$ cat config.mk
export PLATFORM = sky130hd
export DESIGN_NAME = micro_ucr_nonce_search
export DESIGN_NICKNAME = d
export VERILOG_FILES = /design/src/rtl/micro_ucr_pkg.sv /design/src/rtl/micro_ucr_target_cmp.sv /design/src/rtl/micro_ucr_nonce_search.sv
export SDC_FILE = /design/constraint.sdc
export NUM_CORES = 1
export LEC_CHECK = 0
export CAP_MARGIN = 20
export CORE_MARGIN = 2
export CORE_UTILIZATION = 30
export DETAILED_ROUTE_END_ITERATION = 10
export GPL_TIMING_DRIVEN = 0
export MAX_ROUTING_LAYER = met4
export RECOVER_POWER = 25
export REMOVE_ABC_BUFFERS = 1
export SETUP_SLACK_MARGIN = 0.2
export SYNTH_ARGS = -nofsm -noshare
export SYNTH_HDL_FRONTEND = slang
export SYNTH_SLANG_ARGS = --single-unit
$ cat constraint.sdc
create_clock -name clk -period 20 [get_ports clk]
set_clock_uncertainty 0.05 [all_clocks]
set_input_delay 5 -clock clk [delete_from_list [all_inputs] [get_ports clk]]
set_output_delay 5 -clock clk [all_outputs]
set_load 0.05 [all_outputs]
$ cat src/rtl/micro_ucr_pkg.sv
// micro_ucr_pkg: shared FSM state type and block/hash layout constants for the micro_ucr nonce search
package micro_ucr_pkg;
  typedef enum logic [2:0] {IDLE, LOAD, RUN, CHECK, DONE} state_e;
  localparam int MICRO_UCR_HASH_LAT = 34;
  localparam int PAYLOAD_W = 96;
  localparam int NONCE_W = 32;
  localparam int HASH_W = 24;
  localparam int TARGET_W = 8;
  localparam int BLOCK_W = PAYLOAD_W + NONCE_W;
endpackage

$ cat src/rtl/micro_ucr_target_cmp.sv
// micro_ucr_target_cmp: difficulty check, both upper hash bytes strictly below target
module micro_ucr_target_cmp
  import micro_ucr_pkg::*;
(
  input  logic [15:0]         h_hi,
  input  logic [TARGET_W-1:0] target,
  output logic                match
);
  assign match = (h_hi[15:8] < target) && (h_hi[7:0] < target);
endmodule

$ cat src/rtl/micro_ucr_nonce_search.sv
// micro_ucr_nonce_search: drives micro_ucr_hash over incrementing nonces until the target is met.
// Define MICRO_UCR_ABORT_EN to add the abort input.
module micro_ucr_nonce_search
  import micro_ucr_pkg::*;
#(
  parameter int HASH_LAT = MICRO_UCR_HASH_LAT
) (
  input  logic                 clk,
  input  logic                 reset,
  input  logic                 start,
  input  logic [PAYLOAD_W-1:0] payload,
  input  logic [TARGET_W-1:0]  target,
  input  logic [NONCE_W-1:0]   max_nonce,
`ifdef MICRO_UCR_ABORT_EN
  input  logic                 abort,
`endif
  input  logic [HASH_W-1:0]    H_in,
  output logic [BLOCK_W-1:0]   bloque_out,
  output logic                 fill,
  output logic                 hash_rst_L,
  output logic                 busy,
  output logic                 done,
  output logic                 found,
  output logic [NONCE_W-1:0]   nonce,
  output logic [HASH_W-1:0]    hash
);
  localparam int LAT_W = (HASH_LAT > 1) ? $clog2(HASH_LAT) : 1;
  state_e state_q, state_d;
  logic [PAYLOAD_W-1:0] pay_q, pay_d;
  logic [TARGET_W-1:0] tgt_q, tgt_d;
  logic [NONCE_W-1:0] max_q, max_d, cnt_q, cnt_d, nonce_q, nonce_d;
  logic [LAT_W-1:0] lat_q, lat_d;
  logic [BLOCK_W-1:0] bloque_q, bloque_d;
  logic [HASH_W-1:0] hash_q, hash_d;
  logic run_q, run_d, busy_q, busy_d, done_q, done_d, found_q, found_d;
  logic match, abort_w;
`ifdef MICRO_UCR_ABORT_EN
  assign abort_w = abort;
`else
  assign abort_w = 1'b0;
`endif
  micro_ucr_target_cmp u_cmp (
    .h_hi   (H_in[23:8]),
    .target (tgt_q),
    .match  (match)
  );
  always_comb begin
    state_d = state_q;
    pay_d   = pay_q;
    tgt_d   = tgt_q;
    max_d   = max_q;
    cnt_d   = cnt_q;
    lat_d   = lat_q;
    nonce_d = nonce_q;
    hash_d  = hash_q;
    found_d = found_q;
    case (state_q)
      IDLE: if (start) begin
        state_d = LOAD;
        pay_d   = payload;
        tgt_d   = target;
        max_d   = max_nonce;
        cnt_d   = '0;
        found_d = 1'b0;
      end
      LOAD: begin
        state_d = abort_w ? DONE : RUN;
        lat_d   = LAT_W'(HASH_LAT - 1);
        nonce_d = abort_w ? cnt_q : nonce_q;
      end
      RUN: begin
        state_d = abort_w ? DONE : (lat_q == '0) ? CHECK : RUN;
        lat_d   = (lat_q == '0) ? lat_q : lat_q - 1'b1;
        nonce_d = abort_w ? cnt_q : nonce_q;
      end
      CHECK: begin
        nonce_d = cnt_q;
        hash_d  = abort_w ? hash_q : H_in;
        found_d = !abort_w && match;
        state_d = (abort_w || match || cnt_q == max_q) ? DONE : LOAD;
        cnt_d   = (state_d == LOAD) ? cnt_q + 1'b1 : cnt_q;
      end
      DONE: state_d = IDLE;
      default: state_d = IDLE;
    endcase
    // outputs are registered from the next state so they line up with it
    run_d    = (state_d == RUN);
    busy_d   = (state_d != IDLE);
    done_d   = (state_d == DONE);
    bloque_d = (state_d == LOAD) ? {pay_d, cnt_d} : bloque_q;
  end
  always_ff @(posedge clk or posedge reset) begin
    if (reset) begin
      state_q  <= IDLE;
      pay_q    <= '0;
      tgt_q    <= '0;
      max_q    <= '0;
      cnt_q    <= '0;
      lat_q    <= '0;
      nonce_q  <= '0;
      hash_q   <= '0;
      found_q  <= 1'b0;
      run_q    <= 1'b0;
      busy_q   <= 1'b0;
      done_q   <= 1'b0;
      bloque_q <= '0;
    end else begin
      state_q  <= state_d;
      pay_q    <= pay_d;
      tgt_q    <= tgt_d;
      max_q    <= max_d;
      cnt_q    <= cnt_d;
      lat_q    <= lat_d;
      nonce_q  <= nonce_d;
      hash_q   <= hash_d;
      found_q  <= found_d;
      run_q    <= run_d;
      busy_q   <= busy_d;
      done_q   <= done_d;
      bloque_q <= bloque_d;
    end
  end
  assign bloque_out = bloque_q;
  assign fill       = run_q;
  assign hash_rst_L = run_q;
  assign busy       = busy_q;
  assign done       = done_q;
  assign found      = found_q;
  assign nonce      = nonce_q;
  assign hash       = hash_q;
endmodule

==> impl_metrics.tcl, run 1 <==
set metrics [dict create \
    place_inst 2499 \
    io-pin-count 352 \
    clk_latency_ns 0.56 \
    grtUsageTotal 0.1724 \
    cts_setup_buffers 0 \
    cts_tree "yes" \
    critPathSlowestCell "clkbuf_1" \
    m1WireLength_um 18580 \
    synth_cells 1526 \
    fmax_mhz 82.86 \
    clockBufferDepth 3 \
    dr_wl_met2_um 20950 \
    syn_area_per_cell_sq_um 10.17 \
    drt_wl_total_um 44650 \
    drv_slew 251 \
    p_leak_nw 9.835 \
    dp_hpwl_um 31730 \
    crit_type "input pin to async pin" \
    vias 12090 \
    gr-total-overflow 0 \
    clock-sinks 365 \
    endpoint_kind "async pin" \
    cpLargestDelayFamily "buffers and inverters" \
    min_path_type "register to register" \
    grt_setup_unrepaired "no" \
    ys_types 63 \
    drive_gt1_frac 0.1150 \
    fillers 4948 \
    synth_flop_cell "dfrtp_1" \
    antenna_found_initial 5 \
    start_util 0.3032 \
    synth-edff-count 0 \
    hold_viol 0 \
    cap_viol_max_count 2 \
    cp-start-kind "input pin" \
    wire_per_inst_um 17.30 \
    grt_pass1_vias 12750 \
    clockRootBuffer "clkbuf_16" \
    cp_max_fo 120 \
    dieArea_sq_um 53580 \
    dpl-instance-area_sq_um 20000 \
    clk_pin_slew_worst_paths_ns 0.06 \
    multi_input_area_sq_um 5874 \
    outcome "finished with violations" \
    dr_wl_met3_um 3835 \
    slowest_delay_ns 4.80 \
    coreArea_sq_um 51200 \
    fin_ws_ns 7.931 \
    hold_ws_ns 0.4133 \
    netlist_area_sq_um 15520 \
    finalNonFillerCells 2581 \
    ys_ff_latch 365 \
    worst_pin_slew_ns 6.872 \
    numCtsBuffers 44 \
    yosysWarningCount 0 \
    cp_data_arrival_time_ns 10.99 \
    gp_congestion 0.8077 \
    critical_path_buf_inv_count 3 \
    power.density_nw_per_um2 166.0 \
    grt_max_degree 130 \
    cts_hold_buf 0 \
    pre_cts_ws_ns 11.28 \
    crit_chain "dlygate4sd3_1, clkinvlp_2, clkbuf_1" \
    seq_area_frac_synth 0.5884 \
    cts-resized-gates 0 \
    ir_drop_mv 0.1108 \
    area_growth_syn_to_layout_pct 37.87 \
    drc 0 \
    finalSetupViolations 0 \
    violations "capacitance limit, slew limit" \
    drt-initial-drc-count 674 \
    die_w_um 231.5 \
    grt_pass1_wl_um 70660 \
    htreeDepth 2 \
    nets 2044 \
    period_needed_ns 12.07 \
    period_share 0.6034 \
    postLayoutCellArea_sq_um 21400 \
    io_buffers 351 \
    rows 83 \
    die-height_um 231.5 \
    drtPass1Iterations 5 \
    async_flop_share 1.000 \
    via_per_inst 4.683 \
    highest_layer "met4" \
    regArea_sq_um 9134 \
    worstPathRequired_ns 18.92 \
    slew_headroom -3.581 \
    antenna_left 0 \
]
-- cell families (layout without fill, tap and decap cells) --
family,Yosys count,count (layout),synth area share
AND/OR/NAND/NOR,728,728,0.1940
flip-flops,365,365,0.5884
AO/OA/AOI/OAI,138,138,0.06046
buffers and inverters,119,489,0.03539
multiplexers,112,112,0.08173
XOR/XNOR,48,48,0.02708
adder cells (fa/ha/maj),16,16,0.01290
other,0,5,0
-- path summary, 6_finish.rpt --
path                                  from               to  slack (ns)  cells past startpoint
worst max-delay path                 reset         hash[19]        7.93                      3
min in group asynchronous            reset        pay_q[91]        4.97                      2
max in group clk                  H_in[21]  bloque_out[119]       11.76                     11
worst min register to register   pay_q[23]        pay_q[23]        0.41                      2
worst min-delay path             pay_q[23]        pay_q[23]        0.41                      2
worst max register to register  state_q[1]    bloque_out[4]       16.26                      7
-- synthesized netlist by cell type, drive strengths merged (3+ instances only) --
| cell | number | share of area |
|---|---|---|
| nand3 | 31 | 0.010 |
| nor2 | 35 | 0.0086 |
| nand2 | 582 | 0.14 |
| or4 | 6 | 0.0029 |
| a21o | 7 | 0.0034 |
| nor4 | 6 | 0.0032 |
| a22o | 11 | 0.0062 |
| ha | 16 | 0.013 |
| a211oi | 3 | 0.0018 |
| xor2 | 3 | 0.0017 |
| nor3 | 13 | 0.0042 |
| a21oi | 18 | 0.0058 |
| o21a | 3 | 0.0015 |
| inv | 19 | 0.0046 |
| clkbuf | 32 | 0.0077 |
| or3 | 3 | 0.0012 |
| nand2b | 3 | 0.0012 |
| a211o | 5 | 0.0028 |
| and3 | 9 | 0.0036 |
| xnor2 | 45 | 0.025 |
| and2 | 4 | 0.0016 |
| o211ai | 11 | 0.0056 |
| nand3b | 3 | 0.0015 |
| o21ai | 40 | 0.013 |
| nor2b | 6 | 0.0024 |
| nand4 | 20 | 0.0085 |
| o311ai | 6 | 0.0034 |
| buf | 68 | 0.023 |
| mux2i | 15 | 0.0097 |
| o31ai | 4 | 0.0019 |
| mux2 | 97 | 0.072 |
| a311o | 3 | 0.0019 |
| dfrtp | 365 | 0.59 |
| a31oi | 11 | 0.0044 |
-- stage by stage --
step / TNS [ns] / total power [W] / utilization
6_report: 0 / 0.003552 / 0.4180
5_1_grt: 0 / 0.003762 / 0.4180
4_1_cts: 0 / 0.003607 / 0.4192
3_5_place_dp: 0 / 0.002776 / 0.3907
3_3_place_gp: -2494.72 / 0.002795 / 0.3791
2_1_floorplan: 0 / 0.002224 / -
-- layer usage --
| layer | global-route usage | vias up |
|---|---|---|
| li1 | - | 5741 |
| met1 | 0.2058 | 5914 |
| met2 | 0.2712 | 355 |
| met3 | 0.05942 | 76 |
| met4 | 0.05887 | 0 |
| met5 | - | - |
-- worst reg2reg max path, stage by stage, from the launching register on --
cell      delay [ns]
dfrtp_1         0.55
nand3b_1        0.69
clkbuf_1        0.63
a211oi_4        0.93
buf_16          0.23
nor2_1          0.12
buf_6           0.21
a22o_1          0.22
-- flip-flops by register name, indices dropped and copies added, names as in the netlist --
register and cells:
pay_q 96, max_q 32, found 1, done 1, bloque_out 128, hash 24, cnt_q 32, tgt_q 8
nonce 32, busy 1, fill 1, lat_q 6, state_q 3
-- layout by cell type, fill, tap and decap left out, drive strengths merged, types with 7 or more instances in the layout --
master and count:
nand2 582, dfrtp 365, clkdlybuf4s50 325, mux2 97, clkbuf 64, xnor2 45, o21ai 40, buf 38
nor2 35, nand3 31, dlygate4sd3 26, inv 21, nand4 20, a21oi 18, ha 16, mux2i 15
nor3 13, a22o 11, a31oi 11, o211ai 11, and3 9, clkinv 9, a21o 7
-- where the power goes --
part / internal (W) / switching (W)
clock network: 0.000487 / 0.000321
logic: 0.000592 / 0.00101
registers: 0.00102 / 0.000131
total: 0.00209 / 0.00146
-- cell type report --
| cell class | instances | area share |
|---|---|---|
| inverter | 19 | 0.003391 |
| timing repair buffer | 393 | 0.1866 |
| sequential | 365 | 0.4268 |
| multi-input combinational | 1042 | 0.2745 |
| antenna | 5 | 0.0005847 |
| clock inverter | 17 | 0.008419 |
| clock buffer | 60 | 0.05993 |
| tap | 680 | 0.03976 |
(Power assumes the default switching activity.)
==> run 2: changes to the inputs <==
Clock period 20 ns to 12 ns, I/O delays scaled along.
==> impl_metrics.tcl, run 2 (synthesis gave the netlist of run 1 again) <==
set metrics [dict create \
    via_per_inst 4.686 \
    cp_max_fo 54 \
    outcome "complete, no violations" \
    cap_viol_max_count 0 \
    dp_hpwl_um 31730 \
    cts_hold_buf 0 \
    htreeDepth 2 \
    worstPathRequired_ns 12.40 \
    gp_congestion 0.8077 \
    drc 0 \
    wire_per_inst_um 17.31 \
    critPathSlowestCell "o211ai_4" \
    drt-initial-drc-count 657 \
    cp_data_arrival_time_ns 6.65 \
    p_leak_nw 9.858 \
    switching_share 0.4106 \
    drt_wl_total_um 44680 \
    clockRootBuffer "clkbuf_16" \
    die_w_um 231.5 \
    switchingPower_w 0.002431 \
    cts_setup_buffers 0 \
    fmax_mhz 160.0 \
    vias 12100 \
    numCtsBuffers 44 \
    min_path_type "register to register" \
    clockBufferDepth 3 \
    drv_slew 0 \
    endpoint_kind "register" \
    rrSetupSlack_ns 8.27 \
    crit_chain "dlygate4sd3_1, ha_1, a21oi_1, nor2b_1, o21ai_0, nand4_1, o211ai_4, buf_12, nand2_8, buf_16, mux2_4" \
    final_cell_mix "581 x nand2_1, 365 x dfrtp_1, 325 x clkdlybuf4s50_1" \
    clock-sinks 365 \
    coreArea_sq_um 51200 \
    start_util 0.3032 \
    dieArea_sq_um 53580 \
    p_int_w 0.003490 \
    nets 2044 \
    die-height_um 231.5 \
    regToRegStartpoint "state_q[1]" \
    slowest_delay_ns 0.65 \
    largest_reg_flops 128 \
    worstRegToRegCells 7 \
    dpl-instance-area_sq_um 20000 \
    place_inst 2499 \
    worst_pin_slew_ns 1.057 \
    antenna_found_initial 5 \
    period_needed_ns 6.249 \
    fin_total_pwr_w 0.005921 \
    clock_power_share 0.227 \
    postLayoutCellArea_sq_um 21450 \
    grtUsageTotal 0.1724 \
    clk_pin_slew_worst_paths_ns 0.05 \
    cp.depth 11 \
    hold_viol 0 \
    r2r-end "bloque_out[4]" \
    crit_type "input pin to register" \
    grt_setup_unrepaired "no" \
    cpLargestDelayFamily "buffers and inverters" \
    finalSetupViolations 0 \
    power.density_nw_per_um2 276.1 \
    cp-start-kind "input pin" \
    rows 83 \
    io-pin-count 352 \
    area_growth_syn_to_layout_pct 38.18 \
    gr-total-overflow 0 \
    drive_gt1_frac 0.1160 \
    slew_headroom 0.2913 \
    crit_path_end "bloque_out[119]" \
    grt_pass1_vias 12750 \
    antenna_left 0 \
    p_comb_frac 0.450 \
    period_share 0.5207 \
    io_buffers 351 \
    cts_tree "yes" \
    crit_path_start "H_in[21]" \
    cts-resized-gates 0 \
    clk_latency_ns 0.56 \
    final_common_cell "nand2_1" \
    finalNonFillerCells 2581 \
    grt_pass1_wl_um 70660 \
    drtPass1Iterations 4 \
    critical_path_buf_inv_count 3 \
    grt_max_degree 130 \
    ir_drop_mv 0.1843 \
    seq_power_share 0.322 \
]
[run 2: worst min-delay path by stage]
stage	cells after the start	startpoint	slack [ns]	endpoint
after floorplan	2	pay_q[0]	0.39	pay_q[0]
after global placement	2	pay_q[69]	0.40	pay_q[69]
after detailed placement	2	pay_q[38]	0.40	pay_q[38]
after CTS	2	pay_q[38]	0.42	pay_q[38]
after global routing	2	pay_q[28]	0.43	pay_q[28]
final	2	pay_q[23]	0.42	pay_q[23]
[run 2: layout make-up]
type	count	area, sq um
diodes	5	12.51
clock buffers	60	1282
clock inverters	17	180.2
fillers	4942	29750
inverters	19	72.57
multi-input cells	1042	5874
flip-flops and latches	365	9134
well taps	680	850.8
repair buffers	393	4041
[run 2: stage by stage]
step | hold WS [ns] | utilization | setup TNS [ns] | setup slack (ns)
6_report | 0.4151 | 0.4189 | 0 | 5.751
4_1_cts | 0.4173 | 0.4192 | 0 | 5.866
2_1_floorplan | 0.3858 | - | -1318.28 | -5.852
3_5_place_dp | 0.4025 | 0.3907 | 0 | 5.276
5_1_grt | 0.4345 | 0.4189 | 0 | 5.530
3_3_place_gp | 0.3981 | 0.3791 | -6243.23 | -23.22
[run 2: metal layers]
metal	part of all wire	vias to the layer above	global-route usage
met5	0	-	-
met4	0.029	0	0.05887
met3	0.084	76	0.05942
met2	0.47	360	0.2712
met1	0.42	5913	0.2058
li1	-	5746	-
[run 2: worst min-delay path: stages (launching register included)]
cell,delay [ns]
dfrtp_1,0.32
nand2_1,0.04
nand2_1,0.07
[run 2: power by group through the flow]
stage          Clock, W  Sequential [W]  Combinational [W]
2_1_floorplan         0         0.00265            0.00106
3_3_place_gp          0         0.00192            0.00274
3_5_place_dp          0         0.00193            0.00270
4_1_cts         0.00139         0.00191            0.00271
5_1_grt         0.00144         0.00196            0.00287
6_report        0.00135         0.00191            0.00267
